### config.mk
export PLATFORM = sky130hd
export DESIGN_NAME = posit_decode
export DESIGN_NICKNAME = d
export VERILOG_FILES = /design/src/rtl/posit_decode.sv
export SDC_FILE = /design/constraint.sdc
export NUM_CORES = 1
export LEC_CHECK = 0
export CAP_MARGIN = 30
export CORE_MARGIN = 4
export CORE_UTILIZATION = 40
export CTS_CLUSTER_DIAMETER = 100
export DETAILED_ROUTE_END_ITERATION = 6
export GPL_TIMING_DRIVEN = 0
export SLEW_MARGIN = 15
export SYNTH_ARGS = -nofsm -noshare
export SYNTH_HDL_FRONTEND = slang
export SYNTH_SLANG_ARGS = --single-unit
export TNS_END_PERCENT = 10
### constraint.sdc
create_clock -name clk -period 4.9 [get_ports clk]
set_input_delay 0.49 -clock clk [delete_from_list [all_inputs] [get_ports clk]]
set_output_delay 0.49 -clock clk [all_outputs]
set_load 0.02 [all_outputs]
### src/rtl/posit_decode.sv
// posit_decode: sequential posit unpacker.
// Splits an N-bit posit into sign, regime k, exponent and fraction. The
// regime run is counted one bit per cycle behind a start/done handshake.
// The scale/mantissa/sign results feed the multiplier datapath.
//
// Ports:
//   clk        rising-edge clock
//   rst        synchronous reset, active-high (aborts any decode, clears outputs)
//   start      begin a decode; only sampled while idle
//   posit_in   posit word, captured on the accepted start edge
//   busy       high whenever the decoder is not idle
//   done       one-cycle pulse; result outputs are valid from this cycle on
//   sign_out   posit sign bit
//   k_out      signed regime value
//   exp_out    exponent field (bits cut off by a long regime read as 0)
//   scale_out  signed k*2^ES + exp_out
//   mant_out   {1, fraction, zero pad}, hidden bit at bit N-1
//   is_zero    input was zero
//   is_nar     input was NaR (1 followed by N-1 zeros)
module posit_decode #(
  parameter int N  = 32,
  parameter int ES = 3,
  parameter int KW = 6,
  parameter int SW = 10
) (
  input  logic          clk,
  input  logic          rst,
  input  logic          start,
  input  logic [N-1:0]  posit_in,
  output logic          busy,
  output logic          done,
  output logic          sign_out,
  output logic [KW-1:0] k_out,
  output logic [ES-1:0] exp_out,
  output logic [SW-1:0] scale_out,
  output logic [N-1:0]  mant_out,
  output logic          is_zero,
  output logic          is_nar
);

  localparam int RW = $clog2(N);       // run counter holds 0..N-1
  localparam int FW = N - 1 - ES;      // fraction bits below the exponent
  localparam logic [RW-1:0] RUN_MAX = RW'(N - 1);

  typedef enum logic [1:0] {IDLE, SCAN, EXTRACT, FIN} state_t;

  state_t         state_reg, state_next;
  logic           sign_reg;
  logic [KW-1:0]  k_reg;
  logic [ES-1:0]  exp_reg;
  logic [SW-1:0]  scale_reg;
  logic [N-1:0]   mant_reg;
  logic           is_zero_reg, is_nar_reg;
  logic [N-2:0]   w_reg;
  logic           lead_reg;
  logic [RW-1:0]  run_reg;

  // Input classification. Only the low N-1 bits of |posit_in| matter because
  // the regime starts below the sign; the low bits of a two's-complement
  // negation depend only on the low bits of the operand.
  logic           in_zero, in_nar;
  logic [N-2:0]   abs_low;

  assign in_zero = (posit_in == '0);
  assign in_nar  = (posit_in == {1'b1, {(N-1){1'b0}}});
  assign abs_low = posit_in[N-1] ? ((N-1)'(0) - posit_in[N-2:0]) : posit_in[N-2:0];

  // Regime run continues while the next bit matches the leading regime bit.
  logic scan_more;
  assign scan_more = (w_reg[N-2] == lead_reg) && (run_reg < RUN_MAX);

  // Field extraction: drop the terminator unless the run filled the word.
  // Zero fill during the scan makes truncated exponent bits read as 0.
  logic [N-2:0]           w_ext;
  logic [KW-1:0]          k_calc;
  logic signed [SW-1:0]   k_wide;
  logic [SW-1:0]          scale_calc;

  assign w_ext      = (run_reg < RUN_MAX) ? (w_reg << 1) : w_reg;
  assign k_calc     = lead_reg ? (KW'(run_reg) - KW'(1)) : (KW'(0) - KW'(run_reg));
  assign k_wide     = SW'($signed(k_calc));
  assign scale_calc = SW'(k_wide <<< ES) | SW'(w_ext[N-2 -: ES]);

  // State register
  always_ff @(posedge clk) begin
    if (rst) state_reg <= IDLE;
    else     state_reg <= state_next;
  end

  // Next-state logic
  always_comb begin
    state_next = state_reg;
    case (state_reg)
      IDLE:    if (start) state_next = (in_zero || in_nar) ? FIN : SCAN;
      SCAN:    if (!scan_more) state_next = EXTRACT;
      EXTRACT: state_next = FIN;
      FIN:     state_next = IDLE;
      default: state_next = IDLE;
    endcase
  end

  // Handshake outputs
  always_comb begin
    busy = (state_reg != IDLE);
    done = (state_reg == FIN);
  end

  // Datapath registers
  always_ff @(posedge clk) begin
    if (rst) begin
      sign_reg    <= 1'b0;
      k_reg       <= '0;
      exp_reg     <= '0;
      scale_reg   <= '0;
      mant_reg    <= '0;
      is_zero_reg <= 1'b0;
      is_nar_reg  <= 1'b0;
      w_reg       <= '0;
      lead_reg    <= 1'b0;
      run_reg     <= '0;
    end else begin
      case (state_reg)
        IDLE: begin
          if (start) begin
            // NaR reports a clear sign; every other result field restarts at 0.
            sign_reg    <= posit_in[N-1] & ~in_nar;
            k_reg       <= '0;
            exp_reg     <= '0;
            scale_reg   <= '0;
            mant_reg    <= '0;
            is_zero_reg <= in_zero;
            is_nar_reg  <= in_nar;
            w_reg       <= abs_low;
            lead_reg    <= abs_low[N-2];
            run_reg     <= '0;
          end
        end
        SCAN: begin
          if (scan_more) begin
            run_reg <= run_reg + RW'(1);
            w_reg   <= w_reg << 1;
          end
        end
        EXTRACT: begin
          k_reg     <= k_calc;
          exp_reg   <= w_ext[N-2 -: ES];
          scale_reg <= scale_calc;
          mant_reg  <= {1'b1, w_ext[FW-1:0], {ES{1'b0}}};
        end
        default: ;
      endcase
    end
  end

  assign sign_out  = sign_reg;
  assign k_out     = k_reg;
  assign exp_out   = exp_reg;
  assign scale_out = scale_reg;
  assign mant_out  = mant_reg;
  assign is_zero   = is_zero_reg;
  assign is_nar    = is_nar_reg;

endmodule

---- Word-level counts from Yosys, hierarchy flattened ----
Cells that the tools add are included.
storage, ports and cells
  word-level logic and storage cells ...... 59
  output and inout bits ................... 56
  flip-flop bits (word level) ............. 93
  input port bits ......................... 35
cells by class
  bitwise logic cells ..................... 3
  reduce and logical (&&, ||, !) cells .... 11
  multiplexer cells ....................... 21
  $lt $le $gt $ge ......................... 1
  $add $sub $neg .......................... 4
  equality and inequality tests ........... 8
operators by type and width
  operator                 number
  $mux W31                 4
  $pmux W32 S2             1
  $pmux W31 S2             1
  $eq A32 B32 Y1 const B   1
  $logic_not A32 Y1        1
  $mux W32                 1
  $sub A1 B31 Y31 const A  1
  $pmux W10 S2             1
  $mux W6                  2
  $pmux W6 S2              1
  $mux W10                 1
  $mux W5                  2
  $or A10 B3 Y10           1
  $pmux W5 S2              1
  $pmux W2 S4              1
  $mux W2                  3
  $ne A2 B2 Y1 const B     3
  $pmux W3 S2              1
  $reduce_and A2 Y1        3
  $reduce_bool A2 Y1       3
  $sub A1 B5 Y6 const A    1
  $sub A5 B1 Y6 const B    1
  $add A5 B1 Y5 const B    1
  $lt A5 B5 Y1 const B     1
  10 further kinds         11

---- Logic depth before layout (Yosys ltp) ----
  depth in word-level cells ............... 5
  depth in mapped cells ................... 10
  gate-level depth less buffers ........... 8

---- Worst setup path before layout ----
No wires, ideal clock.
  path kind ............................... input to register
  start ................................... in posit_in[24]
  end ..................................... reg lead_reg
  data required time ...................... 4.769 ns
  setup slack ............................. 2.508 ns
  arrival time ............................ 2.262 ns
  library setup time ...................... 0.131 ns
  cell stages on the path ................. 6
  buffers on the path ..................... 0
  cell sequence ........................... or3_4 or4_1 or4_4 and3b_2 nor3_1 nor3_1
on the way
  word-level cells in the longest chain between the ends .. 2
RTL lines
  what                    RTL line  text
  start: declaration      29        input logic [N-1:0] posit_in,
  $sub A1 B31 Y31         66        assign abs_low = posit_in[N-1] ? ((N-1)'(0) - posit_in[N-2:0]) : posit_in[N-2:0];
  $mux W31                66
  end signal: assignment  134       lead_reg <= abs_low[N-2];
  end: declaration        55        logic lead_reg;
No other way between the ends.
A chain may end at the register's enable or synchronous reset.

---- Final worst setup path ----
  start ................................... reg state_reg[1]
  end ..................................... reg w_reg[20]
on the way
  word-level cells in the longest chain between the ends .. 3
  elaborated cells between the ends (all ways) .. 7
  classes of those cells .................. 3 x eq/ne; 1 x mux; 3 x reduce/logical
RTL lines
  what                                                                 RTL line  text
  start: declaration                                                   47        state_t state_reg, state_next;
  start signal: assignment                                             87        else state_reg <= state_next;
  $eq A2 B1 Y1 or $logic_not A2 Y1 (tied branches)                     122       case (state_reg)
  $ne A2 B2 Y1 (no source line) or $reduce_bool A2 Y1 (tied branches)  --
  $reduce_and A3 Y1 (no source line)                                   --
  end signal: assignment                                               133       w_reg <= abs_low;
  end signal: assignment                                               141       w_reg <= w_reg << 1;
  end: declaration                                                     54        logic [N-2:0] w_reg;
Several ways; a longest one is shown, not always the timed one.

==> results.py <==
metrics = {
    "run_status": {
        "result_of_the_run": "completed",
    },
    "worst_setup_path": {
        "critical_path_required_ns": 5.18,
        "critical-path-top-cell-by-count": "sky130_fd_sc_hd__buf_2",
        "path_buf_inv": 5,
        "max_stage_delay_ns": 0.60,
        "crit_path_cell_trace": "inv_1 -> ha_1 -> buf_2 -> clkinv_1 -> a311oi_1 -> buf_2 -> o21a_1 -> buf_2 -> o21a_1 -> o21ai_0 -> a21oi_1",
        "timing_worst_setup_path_type": "reg2reg",
        "timing.critical_path.to_type": "flip-flop",
        "crit_path_start_kind": "flip-flop",
        "data_arrival_time_of_the_worst_path_ns": 3.34,
        "worstRegToRegCells": 11,
        "critical-path-top-delay-family": "compound AO/OA/AOI/OAI gates",
        "cpMaxStageDelayCell": "sky130_fd_sc_hd__a311oi_1",
        "worst-path-stages": 11,
        "crit_fanout": 10,
    },
    "clocking": {
        "worst_skew_late_latency_ns": 0.36,
        "hold_buffers": 0,
        "ctsHtreeMaxLevel": 3,
        "cts_tree": "built",
        "resized_gates_after_cts": 0,
        "clk_path_buf_depth": 2,
        "numClockSinks": 80,
        "cts_setup_buffers": 0,
        "clk_transition_reported_paths_ns": 0.09,
        "clockRootBuffer": "sky130_fd_sc_hd__clkbuf_8",
        "cts_made_buffers": 9,
    },
    "synth": {
        "synth_enable_flop_cells": 0,
        "combinational_family_with_the_most_area_after_synthesis": "compound AO/OA/AOI/OAI gates",
        "postSynth.topFlopCell": "sky130_fd_sc_hd__dfxtp_1",
        "synth-compound-area-share_pct": 25.5,
        "synth-adder-area-share_pct": 2.23,
        "synth_top_cells_by_count": "sky130_fd_sc_hd__nand2_1 (109), sky130_fd_sc_hd__a21oi_1 (100), sky130_fd_sc_hd__dfxtp_1 (80)",
        "synth_simple_gate_area_share_pct": 21.7,
        "synthMostInstantiatedCell": "sky130_fd_sc_hd__nand2_1",
        "mappedNetlistArea_um2": 4480,
        "yosys.area_share.xor_xnor_pct": 7.42,
        "synth_async_sr_flop_share_pct": 0,
        "synthDominantCellAreaShare_pct": 35.7,
        "synth_area_per_cell_um2": 7.39,
        "synth_top_cells_by_area": "sky130_fd_sc_hd__dfxtp_1 (36%), sky130_fd_sc_hd__a21oi_1 (11%), sky130_fd_sc_hd__nand2_1 (9.1%)",
        "synth_mux_area_share_pct": 0.670,
        "synth_seq_area_share_pct": 35.7,
        "postSynthCellCount": 607,
        "synth.ff_latch_count": 80,
        "yosys_warnings": 0,
        "synth.distinct_cells": 54,
        "synth_top_cell_by_area": "sky130_fd_sc_hd__dfxtp_1",
    },
    "routing": {
        "drtAntennaViolNets": 0,
        "wire_per_inst_um": 16.0,
        "routed_wirelength_mm": 13.6,
        "post-route-drc-count": 0,
        "routed_via_density": 5.35,
        "routed-via-count": 4554,
        "drt_pass1_iterations": 5,
        "dr.first_iter.drc_count": 336,
    },
    "place": {
        "io_buffer_count": 85,
        "globalplace.congestion": 0.856,
        "dp.final_hpwl_mm": 10.5,
        "dpl.cell_count": 835,
        "total_placed_instance_area_um2": 5520,
    },
    "sta": {
        "finalClockSkew_ns": 0.0114,
        "worst_slew_pin_slew_ns": 0.676,
        "report.final.slew_viol_count": 0,
        "final_report_hold_violation_count": 0,
        "totalNegativeSetupSlack_ns": 0,
        "finalCritPeriodShare_pct": 62.3,
        "max_freq_mhz": 328,
        "slew_headroom_pct": 54.9,
        "final-setup-viol-count": 0,
        "grt_setup_unrepaired": "false",
        "post-route-min-period_ns": 3.05,
    },
    "floorplan": {
        "rows": 38,
        "die_h_um": 114,
        "floorplan.initialDensity_pct": 41.2,
        "floorplan.die_area_um2": 13000,
        "die-width_um": 114,
        "core-area_um2": 10900,
        "pin_count": 91,
    },
    "power": {
        "ir_drop_v": 0.000208,
        "p_comb_share_pct": 46.5,
        "netSwitchingPower_mw": 1.22,
        "p_seq_share_pct": 34.9,
        "power.density_nw_per_um2": 481,
        "intPower_mw": 1.54,
        "power.leakage_nw": 2.01,
        "swShare_pct": 44.1,
        "clock_power_share_pct": 18.6,
    },
    "job": {
        "maxCapViolations": 0,
    },
    "grt": {
        "grt_util_all_layers_pct": 21.5,
        "grt-ovfl-total": 0,
        "grt_first_pass_wirelength_mm": 22.2,
        "first_global_vias": 4319,
        "grt_start_max_net_pins": 14,
        "initial_antenna_violation_count": 0,
    },
    "final_layout": {
        "antenna_cells": 0,
        "largest_register_ff_count": 31,
        "drive_above_1_share_pct": 6.32,
        "final_cell_area_um2": 5740,
        "area_growth_pct": 27.9,
        "stdcell_count": 852,
        "nets": 750,
    },
    "worst_hold_path": {
        "min-delay-path-class": "reg2reg",
        "min_path_cells": 2,
    },
}
==> final timing paths <==
check	from	to	slack, ns
min	sign_out	sign_out	0.47
max	state_reg[1]	w_reg[20]	1.85
max reg2reg	state_reg[1]	w_reg[20]	1.85
min reg2reg	sign_out	sign_out	0.47
==> area by class of cell <==
class / count / area (um^2)
Multi-Input combinational cell: 464 / 2590
Sequential cell: 80 / 1600
Timing Repair Buffer: 87 / 863
Clock inverter: 5 / 55.1
Tap cell: 140 / 175
Buffer: 54 / 259
Inverter: 11 / 41.3
Fill cell: 1090 / 5150
Clock buffer: 11 / 151
==> logic make-up (layout without fill, tap and decap cells) <==
family,after synthesis,count (layout)
flip-flops,80,80
buffers and inverters,65,168
other,1,3
adder cells (fa/ha/maj),8,8
multiplexers,3,3
AO/OA/AOI/OAI,192,192
AND/OR/NAND/NOR,220,220
XOR/XNOR,38,38
==> worst register-to-register path: stages (launching register included) <==
cell and delay (ns):
sky130_fd_sc_hd__dfxtp_1 0.34, sky130_fd_sc_hd__inv_1 0.10, sky130_fd_sc_hd__ha_1 0.15, sky130_fd_sc_hd__buf_2 0.22, sky130_fd_sc_hd__clkinv_1 0.33, sky130_fd_sc_hd__a311oi_1 0.60, sky130_fd_sc_hd__buf_2 0.28, sky130_fd_sc_hd__o21a_1 0.26
sky130_fd_sc_hd__buf_2 0.30, sky130_fd_sc_hd__o21a_1 0.16, sky130_fd_sc_hd__o21ai_0 0.08, sky130_fd_sc_hd__a21oi_1 0.15
==> layer usage <==
metal / share of wire, % / vias to the layer above / track usage [%]
li1: - / 2297 / -
met1: 50 / 2090 / 31.5
met2: 42 / 145 / 31.6
met3: 5.9 / 22 / 3.34
met4: 1.8 / 0 / 8.23
met5: 0 / - / 0
==> power by group through the flow <==
stage | clock [mW] | sequential [mW] | combinational [mW]
after floorplan | 0 | 0.945 | 0.856
after global placement | 0 | 0.968 | 1.25
after detailed placement | 0 | 0.972 | 1.27
after CTS | 0.523 | 0.957 | 1.27
after global routing | 0.552 | 0.985 | 1.44
final | 0.512 | 0.962 | 1.28
==> cells in the final DEF (no fill, tap or decap), drive strengths merged, types with 3 or more instances in the layout <==
| cell type | synthesis | layout |
|---|---|---|
| ha | 8 | 8 |
| a22oi | 8 | 8 |
| o41ai | 5 | 5 |
| conb | 1 | 3 |
| or4 | 5 | 5 |
| nand2b | 10 | 10 |
| clkbuf | 35 | 46 |
| a31oi | 3 | 3 |
| o21a | 8 | 8 |
| buf | 19 | 21 |
| o221ai | 3 | 3 |
| xnor2 | 22 | 22 |
| clkinv | 1 | 3 |
| nor4 | 4 | 4 |
| and2 | 3 | 3 |
| o31ai | 8 | 8 |
| nand3 | 5 | 5 |
| xor2 | 16 | 16 |
| nand2 | 109 | 109 |
| o211ai | 14 | 14 |
| mux2i | 3 | 3 |
| a21oi | 100 | 100 |
| nor2 | 59 | 59 |
| inv | 10 | 10 |
| clkdlybuf4s50 | 0 | 85 |
| nor3 | 10 | 10 |
| o21ai | 30 | 30 |
| dfxtp | 80 | 80 |
==> stage by stage <==
step	hold slack (ns)	util [%]	power [mW]	setup slack, ns
after floorplan	0.449	-	1.80	2.51
after global placement	0.443	50.7	2.22	1.56
after detailed placement	0.455	50.7	2.24	1.76
after CTS	0.468	52.6	2.75	1.87
after global routing	0.493	52.7	2.97	1.58
final	0.467	52.7	2.76	1.85
No activity file was read; power rests on OpenSTA's default activity.
